**src/rtl/sweep_pkg.sv**
```systemverilog
// sweep_pkg: shared sweep FSM states and default sweep geometry
package sweep_pkg;
    typedef enum logic [1:0] {IDLE, APPLY, FINISH} state_t;
    localparam int N_IN_DEF   = 3;
    localparam int SETTLE_DEF = 2;
endpackage

```
**src/rtl/truth_table_sweeper_if.sv**
```systemverilog
// truth_table_sweeper_if: host control/status plus DUT stimulus/response bundle
interface truth_table_sweeper_if #(parameter int N_IN = 3) ();
    localparam int V = 1 << N_IN;
    logic            start;
    logic            abort;
    logic [V-1:0]    golden;
    logic [N_IN-1:0] dut_in;
    logic            dut_out;
    logic            busy;
    logic            done;
    logic [V-1:0]    table_q;
    logic            pass;
    modport master (output start, abort, golden, dut_out, input dut_in, busy, done, table_q, pass);
    modport slave  (input start, abort, golden, dut_out, output dut_in, busy, done, table_q, pass);
endinterface

```
**src/rtl/truth_table_sweeper_settle_counter.sv**
```systemverilog
// settle_counter: per-vector hold counter, terminal flag once SETTLE extra cycles have elapsed
module settle_counter #(parameter int SETTLE = 2) (
    input  logic clk,
    input  logic rst_n,
    input  logic clr,
    input  logic inc,
    output logic term
);
    localparam int CW = $clog2(SETTLE + 1);
    logic [CW-1:0] cnt;
    always_ff @(posedge clk or negedge rst_n)
        if (!rst_n) cnt <= '0;
        else if (clr) cnt <= '0;
        else if (inc) cnt <= cnt + 1'b1;
    assign term = cnt == CW'(SETTLE);
endmodule

```
**src/rtl/truth_table_sweeper.sv**
```systemverilog
// truth_table_sweeper: walks every input vector of a small combinational DUT and
// captures its truth table, comparing it against a golden table at the end
module truth_table_sweeper import sweep_pkg::*; #(
    parameter int N_IN   = N_IN_DEF,
    parameter int SETTLE = SETTLE_DEF
) (
    input logic                   clk,
    input logic                   rst_n,
    truth_table_sweeper_if.slave  bus
);
    localparam int V = 1 << N_IN;
    state_t          state, state_nx;
    logic [N_IN-1:0] idx;
    logic [V-1:0]    cap;
    logic            term, last;
    settle_counter #(.SETTLE(SETTLE)) u_cnt (
        .clk   (clk),
        .rst_n (rst_n),
        .clr   (state != APPLY || term),
        .inc   (state == APPLY),
        .term  (term)
    );
    assign last       = &idx;
    assign bus.dut_in = idx;
    always_comb begin
        state_nx = state;
        cap      = bus.table_q;
        cap[idx] = bus.dut_out;
        if (state == IDLE) state_nx = bus.start ? APPLY : IDLE;
        else if (state == APPLY) state_nx = bus.abort ? IDLE : (term && last) ? FINISH : APPLY;
        else state_nx = IDLE;
    end
    always_ff @(posedge clk or negedge rst_n)
        if (!rst_n) state <= IDLE;
        else state <= state_nx;
    // abort takes priority over a coinciding sample, so the partial table is kept as-is
    always_ff @(posedge clk or negedge rst_n)
        if (!rst_n) begin
            idx         <= '0;
            bus.table_q <= '0;
            bus.pass    <= 1'b0;
            bus.busy    <= 1'b0;
            bus.done    <= 1'b0;
        end else begin
            bus.done <= 1'b0;
            if (state == IDLE && bus.start) begin
                idx         <= '0;
                bus.table_q <= '0;
                bus.pass    <= 1'b0;
                bus.busy    <= 1'b1;
            end else if (state == APPLY) begin
                if (bus.abort) bus.busy <= 1'b0;
                else if (term) begin
                    bus.table_q <= cap;
                    if (last) begin
                        bus.busy <= 1'b0;
                        bus.done <= 1'b1;
                        bus.pass <= cap == bus.golden;
                    end else idx <= idx + 1'b1;
                end
            end
        end
endmodule

```
**src/flat_wrapper.sv**
```systemverilog
// flat-port wrapper written by rule: the top's interface ports become plain ports
module truth_table_sweeper_flat import sweep_pkg::*;
#(
    parameter int N_IN   = N_IN_DEF,
    parameter int SETTLE = SETTLE_DEF
)
  (clk, rst_n, bus_start, bus_abort, bus_golden, bus_dut_out, bus_dut_in, bus_busy, bus_done, bus_table_q, bus_pass);
  truth_table_sweeper_if #(.N_IN(N_IN)) bus_i ();
  input logic clk;
  input logic rst_n;
  input wire logic [$bits(bus_i.start)-1:0] bus_start;
  input wire logic [$bits(bus_i.abort)-1:0] bus_abort;
  input wire logic [$bits(bus_i.golden)-1:0] bus_golden;
  input wire logic [$bits(bus_i.dut_out)-1:0] bus_dut_out;
  output wire logic [$bits(bus_i.dut_in)-1:0] bus_dut_in;
  output wire logic [$bits(bus_i.busy)-1:0] bus_busy;
  output wire logic [$bits(bus_i.done)-1:0] bus_done;
  output wire logic [$bits(bus_i.table_q)-1:0] bus_table_q;
  output wire logic [$bits(bus_i.pass)-1:0] bus_pass;
  assign bus_i.start = bus_start;
  assign bus_i.abort = bus_abort;
  assign bus_i.golden = bus_golden;
  assign bus_i.dut_out = bus_dut_out;
  assign bus_dut_in = bus_i.dut_in;
  assign bus_busy = bus_i.busy;
  assign bus_done = bus_i.done;
  assign bus_table_q = bus_i.table_q;
  assign bus_pass = bus_i.pass;
  truth_table_sweeper #(.N_IN(N_IN), .SETTLE(SETTLE)) u_core (.clk(clk), .rst_n(rst_n), .bus(bus_i));
endmodule
```
**config.mk**
```make
export PLATFORM = sky130hd
export DESIGN_NAME = truth_table_sweeper_flat
export DESIGN_NICKNAME = d
export VERILOG_FILES = /design/src/rtl/sweep_pkg.sv /design/src/rtl/truth_table_sweeper_if.sv /design/src/rtl/truth_table_sweeper_settle_counter.sv /design/src/rtl/truth_table_sweeper.sv /design/src/flat_wrapper.sv
export SDC_FILE = /design/constraint.sdc
export NUM_CORES = 1
export LEC_CHECK = 0
export ABC_AREA = 1
export CAP_MARGIN = 15
export CORE_UTILIZATION = 25
export DETAILED_ROUTE_END_ITERATION = 8
export HOLD_SLACK_MARGIN = 0.02
export PLACE_DENSITY = 0.56
export RECOVER_POWER = 100
export SETUP_SLACK_MARGIN = 0.15
export SLEW_MARGIN = 10
export SYNTH_ARGS = -nofsm -noshare
export SYNTH_HDL_FRONTEND = slang
export SYNTH_SLANG_ARGS = --single-unit
```
**constraint.sdc**
```tcl
create_clock -name clk -period 2.27 [get_ports clk]
set_clock_uncertainty 0.2 [all_clocks]
set_input_delay 0.3405 -clock clk [delete_from_list [all_inputs] [get_ports clk]]
set_output_delay 0.3405 -clock clk [all_outputs]
set_load 0.02 [all_outputs]
```
==> impl_metrics.ini <==
[run_status]
outcome = finished clean

[routing]
drc = 0
detail-route-antenna-nets = 0
first_iter_violations = 32
routed_wl_um = 2590
dr.pass1.iters = 4
vias_per_cell = 4.62
vias = 1062
wire_per_inst_um = 11.3

[floorplan]
placement_rows = 23
dieArea_um2 = 4740
initial_core_util_pct = 26.9
boundaryPins = 27
fp.dieW_um = 68.8
core_area_um2 = 4140
die_y_um = 68.8

[cts]
cts-root-buf = clkbuf_8
htreeDepth = 1
hold_buffers = 0
cts_resized = 0
cts.sinks = 18
cts_setup_buffers = 0
clock_latency_ns = 0.26
clk_pin_slew_ns = 0.08
cts_tree = done
cts_buffers = 3
clockBufferDepth = 2

[power]
switching_share_pct = 31.4
power.leakage_nw = 0.802
internal_power_w = 0.000590
seqPwrFrac_pct = 42.0
irDropWorstVdd_uv = 217
pwr-share-comb_pct = 26.3
switchingPower_w = 0.000271
power_density_nw_per_um2 = 576
clock_power_share_pct = 31.7

[synthesis]
synth_fa_ha_area_share_pct = 3.36
syn_area_um2 = 1120
synth_top_family_by_area = simple AND/OR/NAND/NOR gates
syn_area_per_cell_um2 = 7.54
synth.mux.area_fraction_pct = 0
synthXorXnorAreaFrac_pct = 0
netlist-cell-type-count = 24
yosys.area_share.simple_pct = 33.1
yosys_warnings = 0
ys_ff_latch = 18
synth-compound-area-share_pct = 9.42
synth_nets = 164
synth_seq_area_share_pct = 40.4
postSynthCellCount = 148

[finish]
n_antenna_cell = 0
final_common_cell = nand2_1
design_area_um2 = 1490
fillers = 454
drive_above_1_share_pct = 9.44
layout_common_cells = nand2_1, inv_1, nand3_1, dfrtp_1, dlygate4sd3_1
area_delta_synth_final_pct = 33.9
nets = 197

[global_routing]
first_global_vias = 961
antenna_found_initial = 0
grt.overflow.total = 0
grt_pass1_wl_um = 4330
grt_max_degree = 19
grtUsageTotal_pct = 12.7

[setup_path]
r2r-end = u_core.bus.table_q[1]
worstReg2RegStart = u_core.u_cnt.cnt[0]
critPathCaptureType = output pin
crit_type = reg -> out
worst_ep_required_time_ns = 1.73
slowest_delay_ns = 0.68
path_max_fanout = 3
path_cells = dlygate4sd3_1
cpMaxStageDelayCell = dlygate4sd3_1
reg2reg_slack_ns = 0.54
path_buf_inv = 1
critical_path.top_delay_family = buffers and inverters
arrival_ns = 1.32
cp-start-kind = flop
rr_worst_depth = 7

[sta]
hold_viol = 0
finalSetupTns_ns = 0
grt_setup_unrepaired = false
slew_headroom_pct = 32.3
worstMarginPinSlew_ns = 1.02
min_period_ns = 1.86
finalSetupViolCount = 0
min_period_over_period_pct = 82.0
final-max-slew-violation-count = 0
fmax_mhz = 537

[min_path]
hold_path_depth = 1
min-delay-path-class = reg -> reg
hold_path_end = u_core.u_cnt.cnt[0]
min_from = u_core.u_cnt.cnt[0]

[placement]
dpl_cell_area_um2 = 1450
portBuffers = 26
dp_hpwl_um = 2080
place_congestion = 0.869

[flow_run]
maxCapViolations = 0
## worst max path at each step
stage,from,endpoint,slack [ns],cells after the start
after floorplan,u_core.bus.dut_in[0],u_core.bus.pass,0.69,8
after global placement,bus_start,u_core.bus.table_q[7],0.43,6
after detailed placement,bus_abort,u_core.bus.dut_in[2],0.42,7
after CTS,u_core.bus.table_q[0],bus_table_q[0],0.46,1
after global routing,u_core.bus.dut_in[0],bus_dut_in[0],0.36,1
final,u_core.bus.table_q[1],bus_table_q[1],0.41,1
## metrics by stage
step | power (W) | hold slack, ns | setup slack (ns) | cells | utilization (%)
2_1_floorplan | 0.000517 | -0.155 | 0.690 | 148 | -
3_3_place_gp | 0.000604 | 0.224 | 0.434 | 226 | 35.0
3_5_place_dp | 0.000604 | 0.225 | 0.422 | 226 | 35.0
4_1_cts | 0.000881 | 0.219 | 0.460 | 230 | 36.3
5_1_grt | 0.000915 | 0.247 | 0.361 | 230 | 36.1
6_report | 0.000861 | 0.229 | 0.408 | 230 | 36.1
## layer usage
metal	up-vias	routed length [um]	GRT usage (%)
met5	-	0	0
met4	0	46	5.36
met3	5	109	2.47
met2	25	1210	19.9
met1	482	1230	17.0
li1	550	-	-
## worst register-to-register path, stage by stage, from the launching register on
cell and delay, ns:
dfrtp_1 0.34, inv_1 0.04, ha_1 0.24, nand2_1 0.17
clkbuf_1 0.33, inv_1 0.12, nand3_1 0.08, o21ai_0 0.08
## cell families (layout without fill, tap and decap cells)
| logic type | count (synthesis) | after routing |
|---|---|---|
| DFF | 18 | 18 |
| AOI/OAI and AO/OA | 18 | 18 |
| buffers and inverters | 31 | 63 |
| adders and majority gates | 3 | 3 |
| and+or+nand+nor | 78 | 78 |
## cell usage after synthesis
| cell | number | area [um2] |
|---|---|---|
| nand3_1 | 18 | 90.1 |
| nand2_1 | 40 | 150 |
| nand3_2 | 2 | 20.0 |
| o211ai_1 | 2 | 15.0 |
| nor2_8 | 1 | 20.0 |
| nand4_1 | 4 | 25.0 |
| clkinv_4 | 1 | 8.76 |
| buf_2 | 1 | 5.00 |
| a21oi_1 | 2 | 10.0 |
| nor3_1 | 2 | 10.0 |
| o21ai_1 | 1 | 5.00 |
| dfrtp_1 | 18 | 450 |
| buf_6 | 2 | 22.5 |
| nand2_2 | 2 | 12.5 |
| buf_4 | 1 | 7.51 |
| nor2_1 | 7 | 26.3 |
| inv_2 | 2 | 7.51 |
| o21ai_0 | 7 | 35.0 |
| inv_1 | 23 | 86.3 |
| ha_1 | 3 | 37.5 |
| o22ai_1 | 5 | 31.3 |
| clkinv_8 | 1 | 16.3 |
| o21ai_2 | 1 | 8.76 |
| nand3b_1 | 2 | 15.0 |
## flip-flops by register name (all words and copies together) (netlist names)
register / count
u_core.bus.busy: 1
u_core.bus.done: 1
u_core.bus.dut_in: 3
u_core.bus.pass: 1
u_core.bus.table_q: 8
u_core.state: 2
u_core.u_cnt.cnt: 2
## final cells by class
type / count / area [um2] / area share (%)
Clock buffer: 4 / 55.1 / 3.69
Timing Repair Buffer: 32 / 298 / 19.9
Tap cell: 50 / 62.6 / 4.19
Multi-Input combinational cell: 99 / 509 / 34.1
Sequential cell: 18 / 450 / 30.2
Inverter: 27 / 119 / 7.96
## power by group through the flow
stage / clock, W / combinational [W] / sequential [W]
after floorplan: 0 / 0.000134 / 0.000382
after global placement: 0 / 0.000235 / 0.000369
after detailed placement: 0 / 0.000234 / 0.000370
after CTS: 0.000283 / 0.000235 / 0.000363
after global routing: 0.000291 / 0.000259 / 0.000365
final: 0.000273 / 0.000226 / 0.000361
No activity file was read; power rests on OpenSTA's default activity.
